<file path="src/rtl/demux_1xn_stream.sv">
// Registered 1-to-N packet demultiplexer with valid/ready on every port; the channel is locked
// on the first beat of a packet. Optional macro DEMUX_SEL_ERR_EN adds a sticky out-of-range error flag.
module demux_1xn_stream #(
  parameter int N_CH  = 8,
  parameter int SEL_W = 3,
  parameter int DW    = 8
) (
  input  logic                 clk,
  input  logic                 rst_n,
  input  logic [DW-1:0]        in_data,
  input  logic [SEL_W-1:0]     in_sel,
  input  logic                 in_last,
  input  logic                 in_valid,
  output logic                 in_ready,
  output logic [N_CH*DW-1:0]   out_data,
  output logic [N_CH-1:0]      out_last,
  output logic [N_CH-1:0]      out_valid,
  input  logic [N_CH-1:0]      out_ready,
`ifdef DEMUX_SEL_ERR_EN
  input  logic                 err_clr,
  output logic                 err,
`endif
  output logic                 busy
);

  typedef enum logic {IDLE, ROUTE} state_t;

  localparam logic [SEL_W:0] N_CH_L = (SEL_W+1)'(N_CH);

  state_t            state, state_nxt;
  logic [SEL_W-1:0]  cur_sel, cur_sel_nxt;
  logic [SEL_W-1:0]  chan;
  logic              in_range;
  logic              slot_sel_free;
  logic              accept;
  logic [N_CH-1:0]   slot_free;
  logic [N_CH-1:0]   load;

  // Channel decode and handshake; only the addressed channel's slot gates in_ready.
  // NOTE: every always_comb output gets a default first, so no path can infer a latch.
  always_comb begin
    chan          = (state == ROUTE) ? cur_sel : in_sel;
    in_range      = {1'b0, chan} < N_CH_L;
    slot_free     = ~out_valid | out_ready;
    slot_sel_free = 1'b0;
    for (int c = 0; c < N_CH; c++) begin
      if (chan == SEL_W'(c)) slot_sel_free = slot_free[c];
    end
    in_ready = in_range ? slot_sel_free : 1'b1;
    accept   = in_valid & in_ready;
    load     = '0;
    for (int c = 0; c < N_CH; c++) begin
      load[c] = accept & (chan == SEL_W'(c));
    end
  end

  always_comb begin
    state_nxt   = state;
    cur_sel_nxt = cur_sel;
    case (state)
      IDLE:    if (accept && !in_last) begin
                 state_nxt   = ROUTE;
                 cur_sel_nxt = in_sel;
               end
      ROUTE:   if (accept && in_last) state_nxt = IDLE;
      default: state_nxt = IDLE;
    endcase
  end

  // NOTE: sequential state uses non-blocking assignments so every register samples pre-edge values.
  always_ff @(posedge clk or negedge rst_n) begin
    if (!rst_n) begin
      state   <= IDLE;
      cur_sel <= '0;
    end else begin
      state   <= state_nxt;
      cur_sel <= cur_sel_nxt;
    end
  end

  assign busy = (state == ROUTE);

  // Per-channel one-entry holding registers; a load wins over a same-cycle drain.
  // NOTE: data/last registers are reset too, so consumers never see X on an idle channel.
  always_ff @(posedge clk or negedge rst_n) begin
    if (!rst_n) begin
      out_valid <= '0;
      out_data  <= '0;
      out_last  <= '0;
    end else begin
      for (int c = 0; c < N_CH; c++) begin
        if (load[c]) begin
          out_valid[c]          <= 1'b1;
          out_data[c*DW +: DW]  <= in_data;
          out_last[c]           <= in_last;
        end else if (out_ready[c]) begin
          out_valid[c] <= 1'b0;
        end
      end
    end
  end

`ifdef DEMUX_SEL_ERR_EN
  logic err_set;

  // Flag only the first beat of a dropped packet; a simultaneous clear loses to the set.
  assign err_set = accept & (state == IDLE) & ~in_range;

  always_ff @(posedge clk or negedge rst_n) begin
    if (!rst_n)       err <= 1'b0;
    else if (err_set) err <= 1'b1;
    else if (err_clr) err <= 1'b0;
  end
`endif

endmodule

</file>
<file path="config.mk">
export PLATFORM = sky130hd
export DESIGN_NAME = demux_1xn_stream
export DESIGN_NICKNAME = d
export VERILOG_FILES = /design/src/rtl/demux_1xn_stream.sv
export SDC_FILE = /design/constraint.sdc
export NUM_CORES = 1
export LEC_CHECK = 0
export CAP_MARGIN = 0
export CELL_PAD_IN_SITES_DETAIL_PLACEMENT = 0
export CELL_PAD_IN_SITES_GLOBAL_PLACEMENT = 1
export CORE_MARGIN = 2
export CORE_UTILIZATION = 40
export DETAILED_ROUTE_END_ITERATION = 7
export GPL_ROUTABILITY_DRIVEN = 1
export HOLD_SLACK_MARGIN = 0.05
export PLACE_DENSITY_LB_ADDON = 0.1
export SLEW_MARGIN = 20
export SYNTH_ARGS = -nofsm -noshare
export SYNTH_HDL_FRONTEND = slang
export SYNTH_SLANG_ARGS = --single-unit
</file>
<file path="constraint.sdc">
create_clock -name clk -period 3.1 [get_ports clk]
set_input_delay 0.62 -clock clk [delete_from_list [all_inputs] [get_ports clk]]
set_output_delay 0.62 -clock clk [all_outputs]
set_load 0.02 [all_outputs]
</file>
==> run_results.csv, run 1 <==
group,metric,value,unit
outcome,status,"finished, final reports clean",
timing,min_period,2887,ps
placed_design,dp_hpwl,7036,um
grt,grt_overflow,0,
run,maxCapViolCount,0,
final_layout,final_area,5131,um2
drt,antenna_left,0,
floorplan,start_util,0.4140,
grt,grt_max_degree,57,
final_layout,num-fill-cells,777,
grt,use_met1,0.3125,
floorplan,die_h,99.24,um
worst_setup_path,crit_type,"input port to output port",
clock_network,clock_latency,350,ps
drt,wl_per_cell,17.90,um
synth,synth-main-ff-cell,"dfrtp_1",
floorplan,rows,34,
placed_design,post_dp_cell_area,4955,um2
drt,route.detailed.drc,0,
final_layout,antenna_cells,0,
timing,hold_viol,0,
clock_network,cts_sinks,84,
floorplan,die_w,99.24,um
synth,avgSynthCellArea,12.64,um2
drt,num_vias,2767,
grt,grt_pass1_vias,2819,
worst_setup_path,worstPathMaxFanout,6,
power_and_ir_drop,power_leakage,2.247,nW
clock_network,cts_setup_buffers,0,
final_layout,final_cells,532,
drt,via_per_inst,5.201,
grt,use_met2,0.2801,
grt,antenna_found_initial,0,
synth,yosysSeqAreaShare,0.5793,
worst_setup_path,timing.rr.end,"out_data[19]$_DFFE_PN0P_",
timing,slew_violations,0,
clock_network,cts_tree,"done",
synth,synth-async-reset-ratio,1.000,
clock_network,holdBufCountCts,0,
grt,grt_usage,0.2030,
timing,relSlewSlack,0.5076,
grt,grt_pass1_wl,15520,um
final_layout,fin_nets,442,
floorplan,design.core.area,8763,um2
worst_setup_path,crit_path_end_kind,"output port",
timing,finalClockSkew,10.47,ps
synth,yosys_register_bits,84,
synth,synth.distinct_cells,45,
clock_network,clk_pin_slew,90,ps
floorplan,die_area,9849,um2
worst_setup_path,cp_data_arrival_time,2270,ps
synth,yosys-top-cells-area,"dfrtp_1 58%, mux2_2 9.0%, o2bb2ai_1 4.3%, nand2_1 3.9%, mux2_4 3.7%",
worst_setup_path,rrSetupSlack,610,ps
synth,yosysTopAreaCellShare,0.5793,
placed_design,portBuffers,104,
synth,synth_top_cells_by_count,"84 x dfrtp_1, 38 x nand2_1, 29 x mux2_2",
power_and_ir_drop,power_density,1112,nW/um2
timing,fmax,0.3463,GHz
clock_network,numCtsBuffers,9,
synth,syn_nets,310,
timing,setup_viol,0,
final_layout,drive_gt1_frac,0.2264,
timing,post-route-period-util,0.9314,
placed_design,gp_congestion,0.8802,
worst_setup_path,worstSetupStartpointType,"input port",
worst_setup_path,crit_end,"in_ready",
clock_network,cts_resized,1,
timing,whs,323.0,ps
timing,setup-tns-final,0,ps
worst_hold_path,hold_path_class,"input port to async pin",
synth,synth_most_common_cell,"dfrtp_1",
synth,yosysWarnings,0,
final_layout,syn_to_final_growth,41.41,%
clock_network,cts_root_buf,"clkbuf_8",
power_and_ir_drop,ir_drop,520.1,uV
synth,synthCells,287,
synth,synth_edf_count,0,
worst_setup_path,r2r_cells,7,
timing,grt_setup_unrepaired,"no",
clock_network,h-tree-depth,3,
grt,met3_usage,0.05692,
synth,yosysTopAreaCell,"dfrtp_1",
drt,dr.pass1.iters,4,
worst_setup_path,worst_ep_required_time,2480,ps
grt,busiest_layer,"met1",
drt,wirelength,9525,um
synth,syn_area,3628,um2
clock_network,clk_path_buf_depth,2,
floorplan,pin_count,105,
worst_setup_path,crit_start,"in_sel[1]",
drt,initialDrtViolationCount,85,
timing,tightest_slew,738.6,ps
placed_design,placedCellCount,516,
==> cell families (layout without fill, tap and decap cells) <==
family,count (synthesis),after routing,synth area share
mux,41,41,0.1366
buf+inv,17,154,0.02551
flops,84,84,0.5793
simple gates,81,81,0.1197
compound gates,64,64,0.1390
==> sequential cells by signal, summed over array words and instances, names as in the netlist, named ones only <==
name       count
out_data      64
out_last       8
cur_sel        3
out_valid      8
==> critical path: stages <==
cell and delay, ps:
clkdlybuf4s50_1 520, or3b_2 530, nand3_1 130, a221o_1 140
nand3_1 70, nand2_1 90, clkbuf_2 170
==> final cells by class <==
type                    count  area [um2]  area share
multi-input cells         186        1434      0.2794
flip-flops and latches     84        2102      0.4097
repair buffers            132        1256      0.2448
well taps                 108       135.1     0.02634
inverters                   6       22.52    0.004389
clock buffers               9       123.9     0.02414
clock inverters             7       57.56     0.01122
==> per-layer routing <==
layer  routed length, um  up-vias
met5                   0        -
met4                  63        0
met3                 667        4
met2                3957       96
met1                4837     1348
li1                    -     1319
==> power by group <==
group          internal, mW  switching, mW  total, mW
logic                  1.53           1.54       3.07
registers              1.60          0.303       1.91
clock network         0.302          0.421      0.724
total                  3.44           2.27       5.71
==> cell usage in the layout, fill, tap and decap left out, types with 2 or more instances in the layout <==
cell type / count
and3b_1: 2
buf_4: 28
a21o_1: 3
dfrtp_1: 84
mux2i_1: 2
clkbuf_8: 9
a311oi_1: 3
nand2b_1: 7
mux2_4: 9
o21ai_0: 22
a2111oi_0: 3
o211ai_1: 3
inv_6: 2
and3_1: 3
nor3_4: 2
mux2_2: 29
nand2_1: 38
clkinvlp_4: 2
clkdlybuf4s50_1: 102
o2bb2ai_1: 18
a221o_1: 2
inv_1: 5
nand4_1: 7
nand3_1: 7
nor2_1: 5
==> stage by stage <==
| step | util | worst slack, ps | total power, mW |
|---|---|---|---|
| floorplan | - | 623.8 | 3.525 |
| global placement | 0.5654 | -178.8 | 5.002 |
| detailed placement | 0.5654 | -219.1 | 5.024 |
| CTS | 0.5860 | 49.84 | 5.768 |
| global route | 0.5855 | 115.6 | 6.062 |
| finish | 0.5855 | 212.7 | 5.706 |
==> worst min path at each step <==
stage,slack (ps),cells past startpoint,start,to
2_1_floorplan,320,0,rst_n,async pin
3_3_place_gp,460,2,out_data[58]$_DFFE_PN0P_,out_data[58]$_DFFE_PN0P_
3_5_place_dp,470,2,out_data[56]$_DFFE_PN0P_,out_data[56]$_DFFE_PN0P_
4_1_cts,360,1,rst_n,cur_sel[0]$_DFFE_PN0P_
5_1_grt,380,1,rst_n,cur_sel[1]$_DFFE_PN0P_
6_report,320,1,rst_n,cur_sel[0]$_DFFE_PN0P_
Power figures use the tool's default switching activity.
==> run 2, diff against run 1 <==
- SKIP_LAST_GASP: default -> 1
==> results of run 2 <==
The final DEF is identical to that of run 1; final timing and power are the same.
==> run 3, diff against run 2 <==
- CTS_CLUSTER_SIZE: default -> 28
==> results of run 3 <==
The final DEF is identical to that of run 1; final timing and power are the same.
